--- src/rtl/id_ex_stage.sv ---
// rtl/id_ex_stage.sv - ID/EX pipeline register with load-use hazard, flush, stall hold and perf counters
module id_ex_stage #(
    parameter int XLEN  = 32,
    parameter int CNT_W = 16
) (
    input  logic             clk,
    input  logic             rst,
    input  logic             id_valid,
    input  logic [6:0]       id_opcode,
    input  logic [2:0]       id_func3,
    input  logic [XLEN-1:0]  id_pc,
    input  logic [XLEN-1:0]  id_rs1_data,
    input  logic [XLEN-1:0]  id_rs2_data,
    input  logic [XLEN-1:0]  id_imm,
    input  logic [4:0]       id_rs1_addr,
    input  logic [4:0]       id_rs2_addr,
    input  logic [4:0]       id_rd_addr,
    input  logic             id_ex_alu_src,
    input  logic             id_mem_write,
    input  logic             id_wb_reg_file,
    input  logic             id_memtoreg,
    input  logic             id_Branch_1,
    input  logic             id_jal,
    input  logic             id_jalr,
    input  logic [2:0]       id_mem_load_type,
    input  logic [1:0]       id_mem_store_type,
    input  logic [3:0]       id_alu_ctrl,
    input  logic             ex_redirect,
    input  logic             mem_stall,
    output logic             ex_valid,
    output logic [2:0]       ex_func3,
    output logic [XLEN-1:0]  ex_pc,
    output logic [XLEN-1:0]  ex_rs1_data,
    output logic [XLEN-1:0]  ex_rs2_data,
    output logic [XLEN-1:0]  ex_imm,
    output logic [4:0]       ex_rs1_addr,
    output logic [4:0]       ex_rs2_addr,
    output logic [4:0]       ex_rd_addr,
    output logic             ex_ex_alu_src,
    output logic             ex_mem_write,
    output logic             ex_wb_reg_file,
    output logic             ex_memtoreg,
    output logic             ex_Branch_1,
    output logic             ex_jal,
    output logic             ex_jalr,
    output logic [2:0]       ex_mem_load_type,
    output logic [1:0]       ex_mem_store_type,
    output logic [3:0]       ex_alu_ctrl,
    output logic             stall_if_id,
    output logic [CNT_W-1:0] bubble_count,
    output logic [CNT_W-1:0] flush_count
);

    localparam logic [6:0] OP_LUI    = 7'b0110111;
    localparam logic [6:0] OP_AUIPC  = 7'b0010111;
    localparam logic [6:0] OP_JAL    = 7'b1101111;
    localparam logic [6:0] OP_RTYPE  = 7'b0110011;
    localparam logic [6:0] OP_STORE  = 7'b0100011;
    localparam logic [6:0] OP_BRANCH = 7'b1100011;

    typedef struct packed {
        logic            valid;
        logic [2:0]      func3;
        logic [XLEN-1:0] pc;
        logic [XLEN-1:0] rs1_data;
        logic [XLEN-1:0] rs2_data;
        logic [XLEN-1:0] imm;
        logic [4:0]      rs1_addr;
        logic [4:0]      rs2_addr;
        logic [4:0]      rd_addr;
        logic            alu_src;
        logic            mem_write;
        logic            wb_reg_file;
        logic            memtoreg;
        logic            branch;
        logic            jal;
        logic            jalr;
        logic [2:0]      load_type;
        logic [1:0]      store_type;
        logic [3:0]      alu_ctrl;
    } ex_bundle_t;

    ex_bundle_t ex_q;
    ex_bundle_t bubble;
    ex_bundle_t capture;
    logic       rs1_used;
    logic       rs2_used;
    logic       hazard;

    always_comb begin
        bubble            = '0;
        bubble.load_type  = 3'b010;
        bubble.store_type = 2'b10;
    end

    always_comb begin
        capture.valid       = id_valid;
        capture.func3       = id_func3;
        capture.pc          = id_pc;
        capture.rs1_data    = id_rs1_data;
        capture.rs2_data    = id_rs2_data;
        capture.imm         = id_imm;
        capture.rs1_addr    = id_rs1_addr;
        capture.rs2_addr    = id_rs2_addr;
        capture.rd_addr     = id_rd_addr;
        capture.alu_src     = id_ex_alu_src;
        capture.mem_write   = id_mem_write;
        capture.wb_reg_file = id_wb_reg_file;
        capture.memtoreg    = id_memtoreg;
        capture.branch      = id_Branch_1;
        capture.jal         = id_jal;
        capture.jalr        = id_jalr;
        capture.load_type   = id_mem_load_type;
        capture.store_type  = id_mem_store_type;
        capture.alu_ctrl    = id_alu_ctrl;
    end

    // Field indices are only meaningful for opcodes that actually read them.
    always_comb begin
        rs1_used = (id_opcode != OP_LUI) && (id_opcode != OP_AUIPC) && (id_opcode != OP_JAL);
        rs2_used = (id_opcode == OP_RTYPE) || (id_opcode == OP_STORE) || (id_opcode == OP_BRANCH);
        hazard   = id_valid && ex_q.valid && ex_q.memtoreg && (ex_q.rd_addr != 5'd0) &&
                   ((rs1_used && (id_rs1_addr == ex_q.rd_addr)) ||
                    (rs2_used && (id_rs2_addr == ex_q.rd_addr)));
    end

    assign stall_if_id = mem_stall | (hazard & ~ex_redirect);

    always_ff @(posedge clk) begin
        if (rst) begin
            ex_q         <= bubble;
            bubble_count <= '0;
            flush_count  <= '0;
        end else if (mem_stall) begin
            ex_q <= ex_q;
        end else if (ex_redirect) begin
            ex_q <= bubble;
            if (id_valid && (flush_count != {CNT_W{1'b1}}))
                flush_count <= flush_count + CNT_W'(1);
        end else if (hazard) begin
            ex_q <= bubble;
            if (bubble_count != {CNT_W{1'b1}})
                bubble_count <= bubble_count + CNT_W'(1);
        end else if (id_valid) begin
            ex_q <= capture;
        end else begin
            ex_q <= bubble;
        end
    end

    assign ex_valid          = ex_q.valid;
    assign ex_func3          = ex_q.func3;
    assign ex_pc             = ex_q.pc;
    assign ex_rs1_data       = ex_q.rs1_data;
    assign ex_rs2_data       = ex_q.rs2_data;
    assign ex_imm            = ex_q.imm;
    assign ex_rs1_addr       = ex_q.rs1_addr;
    assign ex_rs2_addr       = ex_q.rs2_addr;
    assign ex_rd_addr        = ex_q.rd_addr;
    assign ex_ex_alu_src     = ex_q.alu_src;
    assign ex_mem_write      = ex_q.mem_write;
    assign ex_wb_reg_file    = ex_q.wb_reg_file;
    assign ex_memtoreg       = ex_q.memtoreg;
    assign ex_Branch_1       = ex_q.branch;
    assign ex_jal            = ex_q.jal;
    assign ex_jalr           = ex_q.jalr;
    assign ex_mem_load_type  = ex_q.load_type;
    assign ex_mem_store_type = ex_q.store_type;
    assign ex_alu_ctrl       = ex_q.alu_ctrl;

endmodule

--- config.mk ---
export PLATFORM = sky130hd
export DESIGN_NAME = id_ex_stage
export DESIGN_NICKNAME = d
export VERILOG_FILES = /design/src/rtl/id_ex_stage.sv
export SDC_FILE = /design/constraint.sdc
export NUM_CORES = 1
export LEC_CHECK = 0
export CAP_MARGIN = 30
export CELL_PAD_IN_SITES_DETAIL_PLACEMENT = 0
export CELL_PAD_IN_SITES_GLOBAL_PLACEMENT = 1
export CORE_ASPECT_RATIO = 1.4
export CORE_MARGIN = 3
export CORE_UTILIZATION = 28
export DETAILED_ROUTE_END_ITERATION = 7
export GPL_TIMING_DRIVEN = 1
export PLACE_DENSITY_LB_ADDON = 0.08
export SYNTH_ARGS = -nofsm -noshare
export SYNTH_HDL_FRONTEND = slang
export SYNTH_SLANG_ARGS = --single-unit
--- constraint.sdc ---
create_clock -name clk -period 2.7 [get_ports clk]
set_clock_uncertainty 0.15 [all_clocks]
set_input_delay 0.27 -clock clk [delete_from_list [all_inputs] [get_ports clk]]
set_output_delay 0.27 -clock clk [all_outputs]
set_load 0.01 [all_outputs]
## Word-level counts from Yosys, hierarchy flattened

Index checks and enable logic that the tools add are counted.

| storage, ports and cells | value |
|---|---|
| memories kept | 0 |
| register bits | 195 |
| memory bits (writable) | 0 |
| output and inout port bits | 196 |
| bits in read-only memories | 0 |
| bits in latches | 0 |

| operators by class | value |
|---|---|
| multipliers | 0 |
| add/subtract/negate cells | 2 |
| multiplexer cells | 3 |
| order comparisons | 0 |
| reduce and logical (&&, ||, !) cells | 15 |
| equal/unequal tests | 10 |
| div/mod/pow operators | 0 |
| bitwise operators | 4 |
| shifts and indexed selects | 0 |

Operators with widths:

| kind | count |
|---|---|
| 2-to-1 mux 163 bit | 3 |
| adder 16 x 1 -> 16 bit (second input constant) | 2 |
| inequality test 16 bit (second input constant) | 2 |
| equality test 7 x 6 -> 1 bit (second input constant) | 2 |
| equality test 5 bit | 2 |
| logical AND 1 bit | 9 |
| equality test 7 bit (second input constant) | 1 |
| inequality test 7 x 5 -> 1 bit (second input constant) | 1 |
| inequality test 7 x 6 -> 1 bit (second input constant) | 1 |
| inequality test 7 bit (second input constant) | 1 |
| nonzero test 5 bit | 1 |
| AND reduction 4 bit | 1 |
| logical OR 1 bit | 3 |
| AND reduction 3 bit | 1 |
| NOT 1 bit | 2 |
| AND 1 bit | 1 |
| OR 1 bit | 1 |

## Longest topological paths before layout

| depth | value |
|---|---|
| depth in word-level cells | 8 |
| gate-level depth with buffers | 9 |

## Worst setup path after synthesis

No wires, ideal clock.

| path | value |
|---|---|
| path type | register -> register |
| from | reg bubble_count[0] |
| to | reg bubble_count[1] |
| cell stages (with the launch flop) | 10 |
| slack | 0.469 ns |
| setup time | 0.128 ns |
| data arrival time | 1.954 ns |
| path through | dfxtp_1 > ha_1 > and2_1 > nand2_1 > o41a_1 > o211ai_1 > buf_2 > buf_6 > mux2i_1 > nor2_1 |

| between the ends | value |
|---|---|
| word-level cells in the longest chain between the ends | 2 |
| elaborated cells between the ends (all ways) | 3 |
| classes of those cells | add/sub: 1; eq/ne: 1; reduce/logical: 1 |

Ends and longest elaborated chain:

| element | line | source |
|---|---|---|
| start: declaration | 50 | `output logic [CNT_W-1:0] bubble_count,` |
| start signal: assignment | 143 | `bubble_count <= bubble_count + CNT_W'(1);` |
| branches (longest 2 deep; another with adder 16 x 1 -> 16 bit) | - |  |

Parallel ways; which one is timed is not known.
A chain may end at the register's enable or synchronous reset.

## Worst setup path in the final report

| path | value |
|---|---|
| from | reg ex_q, in the netlist ex_rd_addr[4] |
| to | out stall_if_id |

| between the ends | value |
|---|---|
| word-level cells in the longest chain between the ends | 6 |
| elaborated cells between the ends (all ways) | 10 |
| classes of those cells | eq/ne: 2; bitwise: 2; reduce/logical: 6 |

Ends and longest elaborated chain:

| element | line | source |
|---|---|---|
| start: declaration | 83 | `ex_bundle_t ex_q;` |
| start signal: assignment | 131 | `ex_q <= bubble;` |
| start signal: assignment | 135 | `ex_q <= ex_q;` |
| start signal: assignment | 137 | `ex_q <= bubble;` |
| equality test 5 bit (on tied branches) | 123, 124 |  |
| logical AND 1 bit (on tied branches) | 123, 124 |  |
| logical OR 1 bit | 123 | `((rs1_used && (id_rs1_addr == ex_q.rd_addr)) \|\|` |
| logical AND 1 bit * | 122 | `hazard = id_valid && ex_q.valid && ex_q.memtoreg && (ex_q.rd_addr != 5'd0) &&` |
| AND 1 bit * | 127 | `assign stall_if_id = mem_stall \| (hazard & ~ex_redirect);` |
| OR 1 bit * | 127 |  |
| end: declaration | 49 | `output logic stall_if_id,` |

Mark *: on every way between the ends. The rest lies on a longest branch, timed or not.

==> out/qor.yml <==
outcome:
  status: "finished clean"
synth:
  netlist_area_um2: 6650
  synth_area_leaders: "dfxtp_1, a22o_1, xor2_1"
  seq_area_frac_synth: 0.587
  syn_nets: 749
  synth_top_area_frac: 0.587
  avgSynthCellArea_um2: 11.6
  yosys.area.top_type: "dfxtp_1"
  synth_cell_type_count: 37
  syn_inst: 573
  ys_ff_latch: 195
  ys_warn_count: 0
placement:
  finalWeightedCongestion: 0.795
  dp_hpwl_um: 17400
  portBuffers: 369
cts:
  clock-sinks: 195
  clk_path_buf_depth: 2
  cts_buffers: 17
  hold_buffers: 0
  root_buffer: "clkbuf_16"
  cts_tree: "built"
  clock_latency_ns: 0.42
  h-tree-depth: 4
  path_clk_slew_ns: 0.07
timing:
  maxSlewHeadroom: 0.597
  period_needed_ns: 2.49
  holdWs_ns: 0.292
  slew_violations: 0
  setup_tns_ns: 0
  tightest_slew_ns: 0.604
  hold_viol_final: 0
  period_share: 0.920
  setup_viol: 0
  timing.fmax_ghz: 0.402
  rsz0062_at_grt: "no"
routing:
  drc: 0
  wl_per_cell_um: 18.8
  totalWireLength_um: 23500
  drtIter0Drc: 203
  dr_wl_met3_um: 1970
  antenna_left: 0
  dr_total_vias: 5987
  vias_per_cell: 4.79
  wl_met2_um: 12400
  wl_met1_um: 8570
  dr.pass1.iters: 6
  maxUsedRoutingLayer: "met4"
worst_setup_path:
  worstSetupPathType: "reg -> out"
  cpPeakStageDelay_ns: 0.38
  cp_top_family: "compound AO/OA/AOI/OAI gates"
  cp.required_ns: 2.28
  crit_fanout: 5
  worstSetupEndpointType: "primary output"
  cp_slowest_cell: "dfxtp_1"
  arrival_ns: 2.07
  critical_path_buf_inv_count: 1
  startpoint_type: "flip-flop"
  path_cells: "nor3_1 > a21oi_2 > and4_1 > a41oi_1 > o21bai_1 > dlygate4sd2_1"
job:
  max_cap_viol_count: 0
layout:
  drive_gt1_frac: 0.0499
  layout_commonest_cell: "clkdlybuf4s50_1"
  layout_common_cells: "clkdlybuf4s50_1, dfxtp_1, a22o_1"
  fin_nets: 1106
  area_delta_synth_final_pct: 69.1
floorplanning:
  core.rowCount: 66
  dieArea_um2: 25700
  start_util: 0.286
  io_pins: 370
  die-height_um: 188
  core_area_um2: 23300
  chipWidth_um: 136
grt:
  antenna_found_initial: 1
  grt_pass1_wl_um: 35700
  grt_pass1_vias: 6248
  grt_usage: 0.179
  grt_max_degree: 124
  gr-total-overflow: 0
power_and_ir_drop:
  leakagePower_nw: 4.17
  finalPower_w: 0.00615
  power.density_nw_per_um2: 547
  ir_drop_mv: 0.407
worst_hold_path:
  min_path_type: "in -> reg"
## routing by layer
layer  GRT usage  vias to the layer above
met2       0.319                      236
met3      0.0657                       25
met5           0                        -
met1       0.193                     2846
li1            -                     2880
met4      0.0605                        0
## area by class of cell
cell class                 instances  area (µm²)
fill                            2170       12000
sequential                       195        3910
timing repair buffer             381        3860
multi-input combinational        334        2500
clock buffer                      22         464
tap                              306         383
clock inverter                     9         130
inverter                           1        3.75
antenna                            1        2.50
## power breakdown
| part | leakage, nW | internal, W | switching (W) |
|---|---|---|---|
| Combinational | 2.30 | 0.000392 | 0.000207 |
| Sequential | 1.58 | 0.00294 | 0.0000387 |
| Clock | 0.290 | 0.00150 | 0.00107 |
| Total | 4.17 | 0.00483 | 0.00132 |
## cell families (layout without fill, tap and decap cells)
| group | Yosys count | in the layout | synth area share |
|---|---|---|---|
| AOI/OAI and AO/OA | 200 | 200 | 0.249 |
| xor gates and xnor gates | 25 | 25 | 0.0329 |
| adders and majority gates | 2 | 2 | 0.00376 |
| buffers and inverters | 44 | 413 | 0.0401 |
| DFF | 195 | 195 | 0.587 |
| muxes | 2 | 2 | 0.00301 |
| other | 0 | 1 | 0 |
| and+or+nand+nor | 105 | 105 | 0.0843 |
## state kept, by name, indices dropped and copies added, names as in the netlist, 2 cells and up
signal,count
ex_imm,32
ex_pc,32
ex_rs1_data,32
ex_rs2_data,32
bubble_count,16
flush_count,16
ex_rd_addr,5
ex_rs1_addr,5
ex_rs2_addr,5
ex_alu_ctrl,4
ex_func3,3
ex_mem_load_type,3
ex_mem_store_type,2
## worst register-to-register path, stage by stage, from the launching register on
cell and delay [ns]:
dfxtp_1 0.36, ha_1 0.24, and2_1 0.22, nand2_1 0.17, o41a_1 0.18, o211ai_1 0.13
buf_12 0.19, or4_1 0.52, a21oi_1 0.16
## repair_timing
action | CTS | global route
buffers inserted | 0 | 0
resized for setup | 5 | 0
endpoints found under the setup margin | 1 | 0
## cell usage after synthesis
library cell	n
a21oi_1	16
o31ai_1	6
a22o_1	160
xor2_1	23
o32a_1	2
and3b_1	1
o21ai_1	9
or4_1	6
mux2i_1	2
and2_1	4
o211ai_1	1
a31oi_1	1
nor4_1	1
nand2_1	15
xnor2_1	2
nor3_1	4
buf_6	12
dfxtp_1	195
a41oi_1	1
ha_1	2
nor2b_1	2
nor2_1	26
inv_1	1
a41oi_2	1
nand3_1	12
nand2b_1	1
o21bai_1	1
and4_1	3
and3_1	9
buf_2	9
and4b_1	2
o41a_1	1
nand4_1	9
or3_1	9
nand3b_1	1
clkbuf_1	22
o2111ai_1	1
## final timing paths
check	slack, ns	cells after the start	start	to
setup / recovery	0.21	6	ex_rd_addr[4]$_SDFFE_PP0N_	stall_if_id
hold / removal	0.29	2	id_rs2_data[10]	ex_rs2_data[10]$_SDFFE_PP0N_
setup reg to reg	0.31	8	bubble_count[0]$_SDFFE_PP0P_	bubble_count[14]$_SDFFE_PP0P_
hold reg to reg	0.33	1	ex_rs2_data[8]$_SDFFE_PP0N_	ex_rs2_data[8]$_SDFFE_PP0N_
## metrics by stage
step / util / cell area, µm² / instances / setup WS [ns]
after detailed placement: 0.457 / 10600 / 1217 / 0.00688
after global placement: 0.457 / 10600 / 1217 / 0.0183
after floorplan: - / 6650 / 573 / 0.469
final: 0.483 / 11200 / 1249 / 0.215
after CTS: 0.483 / 11200 / 1248 / 0.162
after global routing: 0.483 / 11200 / 1249 / 0.0610
(Power assumes the default switching activity.)
